`src/rtl/sweep_pkg.sv`:
```
// Package: sweep_pkg
// Shared types and defaults for the counter sweep controller.
//   sweep_state_e : FSM state encoding (dwell states exist only when the
//                   SWEEP_DWELL_EN macro is defined)
//   WIDTH_DEF     : counter data width
//   CW_DEF        : sweep-count request width
//   STALL_LIMIT_DEF : consecutive no-change cycles that flag a stall
//   DWELL_CYCLES  : hold cycles at each extreme (SWEEP_DWELL_EN builds only)
//   CNT_MAX       : counter full-scale value, 2^WIDTH-1
package sweep_pkg;

  localparam int WIDTH_DEF       = 5;
  localparam int CW_DEF          = 4;
  localparam int STALL_LIMIT_DEF = 4;
  localparam int DWELL_CYCLES    = 3;

  localparam logic [WIDTH_DEF-1:0] CNT_MAX = {WIDTH_DEF{1'b1}};

  typedef enum logic [2:0] {
    ST_IDLE,
    ST_LOAD,
    ST_RISE,
    ST_FALL,
    ST_DONE
`ifdef SWEEP_DWELL_EN
    ,
    ST_DWELL_HI,
    ST_DWELL_LO
`endif
  } sweep_state_e;

endpackage

```
`src/rtl/counter_sweep_ctrl_if.sv`:
```
// Interface: counter_sweep_ctrl_if
// Command/status bundle between the sweep controller and a 5-bit up/down
// counter.
//   IN      : load value (controller -> counter)
//   Load    : load strobe (controller -> counter)
//   Up      : count-up request (controller -> counter)
//   Down    : count-down request (controller -> counter)
//   High    : counter is at full scale (counter -> controller)
//   Low     : counter is at zero (counter -> controller)
//   Counter : current counter value (counter -> controller)
// Protocol: Load, Up and Down are level requests, at most one of them high in
// any cycle; the counter acts on them at the rising clock edge that ends the
// cycle (Load wins, Up stops at full scale, Down stops at zero). High, Low and
// Counter always describe the value held during the current cycle.
interface counter_sweep_ctrl_if #(
  parameter int WIDTH = 5
);
  logic [WIDTH-1:0] IN;
  logic             Load;
  logic             Up;
  logic             Down;
  logic             High;
  logic             Low;
  logic [WIDTH-1:0] Counter;

  modport master (
    output IN, Load, Up, Down,
    input  High, Low, Counter
  );

  modport slave (
    input  IN, Load, Up, Down,
    output High, Low, Counter
  );
endinterface

```
`src/rtl/sweep_stall_mon.sv`:
```
// Module: sweep_stall_mon
// Watches the counter value while a count request is active and raises a
// one-cycle stall pulse on the STALL_LIMIT-th consecutive requested cycle in
// which the value did not change from the previous cycle.
//   CLK     in  clock
//   RST_n   in  synchronous active-low reset
//   active  in  Up or Down currently requested
//   counter in  counter value
//   stall   out stall detected this cycle (combinational)
module sweep_stall_mon #(
  parameter int WIDTH       = 5,
  parameter int STALL_LIMIT = 4
) (
  input  logic             CLK,
  input  logic             RST_n,
  input  logic             active,
  input  logic [WIDTH-1:0] counter,
  output logic             stall
);
  localparam int SCW = $clog2(STALL_LIMIT + 1);

  logic [WIDTH-1:0] prev_q;
  logic [SCW-1:0]   stall_cnt;
  logic             hit;

  assign hit   = active && (counter == prev_q);
  // Fires on the cycle that would bring stall_cnt up to STALL_LIMIT, so the
  // controller can leave on that same edge.
  assign stall = hit && (stall_cnt == SCW'(STALL_LIMIT - 1));

  always_ff @(posedge CLK) begin
    if (!RST_n) begin
      prev_q    <= '0;
      stall_cnt <= '0;
    end else begin
      prev_q <= counter;
      if (!hit)
        stall_cnt <= '0;
      else if (stall_cnt != SCW'(STALL_LIMIT))
        stall_cnt <= stall_cnt + SCW'(1);
    end
  end
endmodule

```
`src/rtl/counter_sweep_ctrl.sv`:
```
// Module: counter_sweep_ctrl
// Command-side master for an up/down counter: loads a start value, then runs
// the requested number of up-to-High / down-to-Low sweeps, pulses Done on
// completion and raises a sticky Err if the counter stops responding.
// Optional feature macro: SWEEP_DWELL_EN adds DWELL_CYCLES idle cycles at each
// extreme before the sweep continues.
// Ports:
//   CLK        in   clock, all logic on posedge
//   RST_n      in   synchronous active-low reset
//   Start      in   begin operation (sampled only in IDLE)
//   Abort      in   return to IDLE on next edge, no Done
//   Start_Val  in   value loaded into the counter
//   Sweeps     in   number of up+down sweeps (0 = load only)
//   ctr        if   counter bus (master side): IN/Load/Up/Down out,
//                   High/Low/Counter in
//   Busy       out  high in every state except IDLE
//   Done       out  one-cycle completion pulse
//   Err        out  sticky stall flag, cleared by the next accepted Start
//   dbg_state  out  current FSM state
module counter_sweep_ctrl
  import sweep_pkg::*;
#(
  parameter int WIDTH       = WIDTH_DEF,
  parameter int CW          = CW_DEF,
  parameter int STALL_LIMIT = STALL_LIMIT_DEF
) (
  input  logic                   CLK,
  input  logic                   RST_n,
  input  logic                   Start,
  input  logic                   Abort,
  input  logic [WIDTH-1:0]       Start_Val,
  input  logic [CW-1:0]          Sweeps,
  counter_sweep_ctrl_if.master   ctr,
  output logic                   Busy,
  output logic                   Done,
  output logic                   Err,
  output sweep_state_e           dbg_state
);

  sweep_state_e     state, state_nxt;
  logic [WIDTH-1:0] in_q;
  logic [CW-1:0]    sw_q;
  logic [CW-1:0]    sweep_cnt;
  logic             err_q, load_q, busy_q, done_q;
  logic             accept, stall, sweep_step, last_sweep;

`ifdef SWEEP_DWELL_EN
  localparam int DW = $clog2(DWELL_CYCLES + 1);
  logic [DW-1:0] dwell_cnt;
  logic          dwell_end;
  assign dwell_end = (dwell_cnt == DW'(DWELL_CYCLES - 1));
`endif

  // Up/Down follow High/Low in the same cycle so the counter never gets a
  // request past its end stop.
  assign ctr.Up   = (state == ST_RISE) && !ctr.High;
  assign ctr.Down = (state == ST_FALL) && !ctr.Low;
  assign ctr.Load = load_q;
  assign ctr.IN   = in_q;
  assign Busy     = busy_q;
  assign Done     = done_q;
  assign Err      = err_q;
  assign dbg_state = state;

  assign accept     = (state == ST_IDLE) && Start && !Abort;
  // Compared before the increment, so Sweeps at full scale ends without wrap.
  assign last_sweep = ((sweep_cnt + CW'(1)) == sw_q);
  assign sweep_step = (state == ST_FALL) && ctr.Low && !Abort;

  sweep_stall_mon #(
    .WIDTH       (WIDTH),
    .STALL_LIMIT (STALL_LIMIT)
  ) u_stall_mon (
    .CLK     (CLK),
    .RST_n   (RST_n),
    .active  (ctr.Up || ctr.Down),
    .counter (ctr.Counter),
    .stall   (stall)
  );

  always_comb begin
    state_nxt = state;
    case (state)
      ST_IDLE: if (Start) state_nxt = ST_LOAD;
      ST_LOAD: state_nxt = (sw_q == '0) ? ST_DONE : ST_RISE;
      ST_RISE: begin
        if (ctr.High) begin
`ifdef SWEEP_DWELL_EN
          state_nxt = ST_DWELL_HI;
`else
          state_nxt = ST_FALL;
`endif
        end
      end
      ST_FALL: begin
        if (ctr.Low) begin
`ifdef SWEEP_DWELL_EN
          state_nxt = ST_DWELL_LO;
`else
          state_nxt = last_sweep ? ST_DONE : ST_RISE;
`endif
        end
      end
      ST_DONE: state_nxt = ST_IDLE;
`ifdef SWEEP_DWELL_EN
      ST_DWELL_HI: if (dwell_end) state_nxt = ST_FALL;
      // sweep_cnt was already advanced on the way out of FALL.
      ST_DWELL_LO: if (dwell_end) state_nxt = (sweep_cnt == sw_q) ? ST_DONE : ST_RISE;
`endif
      default: state_nxt = ST_IDLE;
    endcase
    if (stall) state_nxt = ST_IDLE;
    if (Abort) state_nxt = ST_IDLE;
  end

  always_ff @(posedge CLK) begin
    if (!RST_n) begin
      state     <= ST_IDLE;
      in_q      <= '0;
      sw_q      <= '0;
      sweep_cnt <= '0;
      err_q     <= 1'b0;
      load_q    <= 1'b0;
      busy_q    <= 1'b0;
      done_q    <= 1'b0;
    end else begin
      state  <= state_nxt;
      load_q <= (state_nxt == ST_LOAD);
      busy_q <= (state_nxt != ST_IDLE);
      done_q <= (state_nxt == ST_DONE);
      if (accept) begin
        in_q      <= Start_Val;
        sw_q      <= Sweeps;
        sweep_cnt <= '0;
        err_q     <= 1'b0;
      end else begin
        if (state_nxt == ST_IDLE) in_q <= '0;
        if (sweep_step) sweep_cnt <= sweep_cnt + CW'(1);
        if (stall && !Abort) err_q <= 1'b1;
      end
    end
  end

`ifdef SWEEP_DWELL_EN
  always_ff @(posedge CLK) begin
    if (!RST_n)
      dwell_cnt <= '0;
    else if ((state == ST_DWELL_HI || state == ST_DWELL_LO) && state_nxt == state)
      dwell_cnt <= dwell_cnt + DW'(1);
    else
      dwell_cnt <= '0;
  end
`endif

endmodule

```
`src/flat_wrapper.sv`:
```
// flat-port wrapper written by rule: the top's interface ports become plain ports
module counter_sweep_ctrl_flat import sweep_pkg::*;
#(
  parameter int WIDTH       = WIDTH_DEF,
  parameter int CW          = CW_DEF,
  parameter int STALL_LIMIT = STALL_LIMIT_DEF
)
  (CLK, RST_n, Start, Abort, Start_Val, Sweeps, Busy, Done, Err, dbg_state, ctr_IN, ctr_Load, ctr_Up, ctr_Down, ctr_High, ctr_Low, ctr_Counter);
  counter_sweep_ctrl_if #(.WIDTH(WIDTH)) ctr_i ();
  input  logic CLK;
  input  logic RST_n;
  input  logic Start;
  input  logic Abort;
  input  logic [WIDTH-1:0] Start_Val;
  input  logic [CW-1:0] Sweeps;
  output logic Busy;
  output logic Done;
  output logic Err;
  output sweep_state_e dbg_state;
  output wire logic [$bits(ctr_i.IN)-1:0] ctr_IN;
  output wire logic [$bits(ctr_i.Load)-1:0] ctr_Load;
  output wire logic [$bits(ctr_i.Up)-1:0] ctr_Up;
  output wire logic [$bits(ctr_i.Down)-1:0] ctr_Down;
  input wire logic [$bits(ctr_i.High)-1:0] ctr_High;
  input wire logic [$bits(ctr_i.Low)-1:0] ctr_Low;
  input wire logic [$bits(ctr_i.Counter)-1:0] ctr_Counter;
  assign ctr_IN = ctr_i.IN;
  assign ctr_Load = ctr_i.Load;
  assign ctr_Up = ctr_i.Up;
  assign ctr_Down = ctr_i.Down;
  assign ctr_i.High = ctr_High;
  assign ctr_i.Low = ctr_Low;
  assign ctr_i.Counter = ctr_Counter;
  counter_sweep_ctrl #(.WIDTH(WIDTH), .CW(CW), .STALL_LIMIT(STALL_LIMIT)) u_core (.CLK(CLK), .RST_n(RST_n), .Start(Start), .Abort(Abort), .Start_Val(Start_Val), .Sweeps(Sweeps), .ctr(ctr_i), .Busy(Busy), .Done(Done), .Err(Err), .dbg_state(dbg_state));
endmodule
```
`config.mk`:
```
export PLATFORM = sky130hd
export DESIGN_NAME = counter_sweep_ctrl_flat
export DESIGN_NICKNAME = d
export VERILOG_FILES = /design/src/rtl/sweep_pkg.sv /design/src/rtl/counter_sweep_ctrl_if.sv /design/src/rtl/sweep_stall_mon.sv /design/src/rtl/counter_sweep_ctrl.sv /design/src/flat_wrapper.sv
export SDC_FILE = /design/constraint.sdc
export NUM_CORES = 1
export LEC_CHECK = 0
export CAP_MARGIN = 20
export CORE_ASPECT_RATIO = 1.2
export CORE_MARGIN = 2
export CORE_UTILIZATION = 30
export DETAILED_ROUTE_END_ITERATION = 8
export SYNTH_ARGS = -nofsm -noshare
export SYNTH_HDL_FRONTEND = slang
export SYNTH_HIERARCHICAL = 1
export SYNTH_SLANG_ARGS = --single-unit
```
`constraint.sdc`:
```
create_clock -name CLK -period 2.1 [get_ports CLK]
set_input_delay 0.525 -clock CLK [delete_from_list [all_inputs] [get_ports CLK]]
set_output_delay 0.525 -clock CLK [all_outputs]
set_load 0.005 [all_outputs]
```
==> impl_metrics.ini <==
[floorplanning]
design.core.area_mm2 = 0.003973
fp.dieW_um = 62.84
die_height_um = 74.60
rows = 25
die_area_mm2 = 0.004687
io_pins = 34
start_util_pct = 31.37

[sta]
period_share_pct = 93.45
worst_pin_slew_ps = 371.4
slew_headroom_pct = 75.01
grt_setup_unrepaired = false
timing.fmax_mhz = 509.6
layout_setup_ws_ps = 137.5
finalSetupViolations = 0
finClkSkew_ps = 2.681
min_period_ps = 1963
finalHoldViolCount = 0
fin_tns_setup_ps = 0
timing.hold.ws_ps = 482.9
maxSlewViolCount = 0

[synth]
synthXorXnorAreaFrac_pct = 11.65
syn_area_per_cell_um2 = 10.30
synthAdderAreaFrac_pct = 4.016
synth_cell_types = 32
yosysWarnings = 6
synthSimpleGateAreaFrac_pct = 20.68
synth_top_family_by_area = simple AND/OR/NAND/NOR gates
syn_inst = 121
ys_seq_area_share_pct = 44.98
synth-compound-area-share_pct = 10.24
synth_mux_area_share_pct = 4.819
syn-cell-area_mm2 = 0.001246
ys_ff_latch = 28
syn_nets = 145

[routing]
drtIter0Drc = 29
avgViaCountPerCell = 4.664
wl_per_cell_um = 11.91
drt_wl_total_um = 2621
ant_nets = 0
vias = 1026
drt_drc_violations_left = 0
drtPass1Iterations = 4

[run]
cap_viol_max_count = 0

[layout]
final_common_cell = clkdlybuf4s50_1
multi_input_area_um2 = 664.4
antenna_cells = 0
layout_common_cells = 30 x clkdlybuf4s50_1, 28 x dfxtp_1, 10 x buf_4, 10 x nor2_1, 9 x inv_1
fill_cells = 425
finalNetCount = 191
fin_cells = 220
utilization_pct = 44.88
drive_above_1_share_pct = 16.27
seqCellArea_um2 = 560.5
syn_to_final_growth_pct = 43.07

[power_and_ir_drop]
cellPowerDensity_mw_per_mm2 = 574.1
power_frac_comb_pct = 13.4
seqPwrFrac_pct = 54.3
p_sw_uw = 226.9
p_leak_nw = 0.6783
peakVddDrop_mv = 0.2859
swShare_pct = 22.16
p_int_uw = 796.8
clock_power_share_pct = 32.3

[placement]
routabilityCongestion = 0.7741
dpl_worst_slack_ps = -541.0
port_buffers = 33
place.detailed.hpwl_um = 2178
dp.cells = 216

[worst_setup_path]
cp.required_ps = 2330
critical-path-top-delay-family = simple AND/OR/NAND/NOR gates
cpPeakStageDelay_ps = 510
critPathArrivalTime_ps = 2190
crit_path_top_delay_cell = clkdlybuf4s50_1
crit_type = in -> reg
crit_buf_inv = 2
crit_fanout = 5
critPathCaptureType = register
crit_path_start_kind = input pin
path_cells = clkdlybuf4s50_1 > nor4_2 > or2_2 > nand3_1 > nor3_1 > nand3b_1 > buf_4 > nor2_1 > o21a_1

[clock_tree]
htree_levels = 1
cts_tree = yes
clock-sinks = 28
hold_buffers = 0
postCtsSetupBuffers = 0
cts_root_buf = clkbuf_8
cts.clk_slew.worst_paths_ps = 90
clockBufferDepth = 2
clock_latency_ps = 280
cts_buffers = 3

[status]
status = finished, final reports clean

[grt]
grt_first_pass_wirelength_um = 4574
grt_use_total_pct = 12.65
grt_start_max_net_pins = 16
gr-total-overflow = 0
antenna_found_initial = 0
grt_pass1_vias = 1065

[hold_path]
min_path_type = reg -> reg
[metal layers]
| layer | global-route usage (%) | vias to the layer above | share of wire (%) |
|---|---|---|---|
| met5 | 0 | - | 0 |
| met4 | 5.185 | 0 | 1.7 |
| met3 | 2.874 | 5 | 6.0 |
| met2 | 23.66 | 32 | 49 |
| met1 | 14.03 | 478 | 43 |
| li1 | - | 511 | - |
[final timing paths]
check | startpoint | end | slack (ps) | cells past startpoint
worst max register to register | u_core/dbg_state[1] | u_core/Done | 300 | 9
worst max-delay path | ctr_High | u_core/Done | 140 | 9
worst min-delay path | u_core/ctr.IN[1] | u_core/ctr.IN[1] | 480 | 1
worst min register to register | u_core/ctr.IN[1] | u_core/ctr.IN[1] | 480 | 1
[flip-flops by register name (all words and copies together) (netlist names)]
signal                        flops
u_core/ctr.IN                     5
u_core/u_stall_mon/prev_q         5
u_core/sw_q                       4
u_core/sweep_cnt                  4
u_core/dbg_state                  3
u_core/u_stall_mon/stall_cnt      3
u_core/Busy                       1
u_core/Done                       1
u_core/Err                        1
u_core/ctr.Load                   1
[timing repair]
item,4_1_cts,5_1_grt
endpoints found under the setup margin,13,8
pin swaps,1,1
gates resized for setup,6,1
[power groups by stage]
| stage | Clock, mW | Sequential [mW] | Combinational (mW) |
|---|---|---|---|
| finish | 0.330 | 0.556 | 0.137 |
| global route | 0.360 | 0.559 | 0.151 |
| global placement | 0 | 0.568 | 0.137 |
| detailed placement | 0 | 0.569 | 0.138 |
| floorplan | 0 | 0.568 | 0.0615 |
| CTS | 0.345 | 0.557 | 0.139 |
[synth_stat cells (all sizes together)]
library cell	count	share of area [%]
a2111oi	2	2.4
a21oi	1	0.40
a22oi	1	0.60
a32o	5	4.0
and2	6	3.0
and3	2	1.4
buf	1	0.60
clkbuf	1	0.30
dfxtp	28	45
ha	4	4.0
inv	9	2.7
mux2i	6	4.8
nand2	1	0.30
nand2b	3	2.1
nand3	3	1.2
nand3b	1	0.60
nand4	2	1.0
nor2	12	3.8
nor2b	4	2.0
nor3	4	1.6
nor4	5	2.5
o2111ai	1	1.2
o21a	2	1.2
o21ai	1	0.40
or2	1	0.50
or4	1	0.60
xnor2	10	8.8
xor2	4	2.8
[through the flow]
step / total power, mW / area (um2)
after floorplan: 0.6294 / 1246
after global placement: 0.7047 / 1708
after detailed placement: 0.7064 / 1708
after CTS: 1.041 / 1780
after global routing: 1.069 / 1783
final: 1.024 / 1783
[area by class of cell]
type                       count  share of cell area [%]
multi-input combinational     82                   37.26
tap                           54                   3.789
inverter                       9                   1.895
sequential                    28                   31.44
clock buffer                   4                   3.088
timing repair buffer          43                   22.53
[kinds of logic (layout without fill, tap and decap cells)]
| group | after synthesis | count (layout) |
|---|---|---|
| AO/OA/AOI/OAI | 13 | 13 |
| multiplexers | 6 | 6 |
| XOR/XNOR | 14 | 14 |
| adder cells (fa/ha/maj) | 4 | 4 |
| flip-flops | 28 | 28 |
| buffers and inverters | 11 | 56 |
| AND/OR/NAND/NOR | 45 | 45 |
Power figures use the tool's default switching activity.
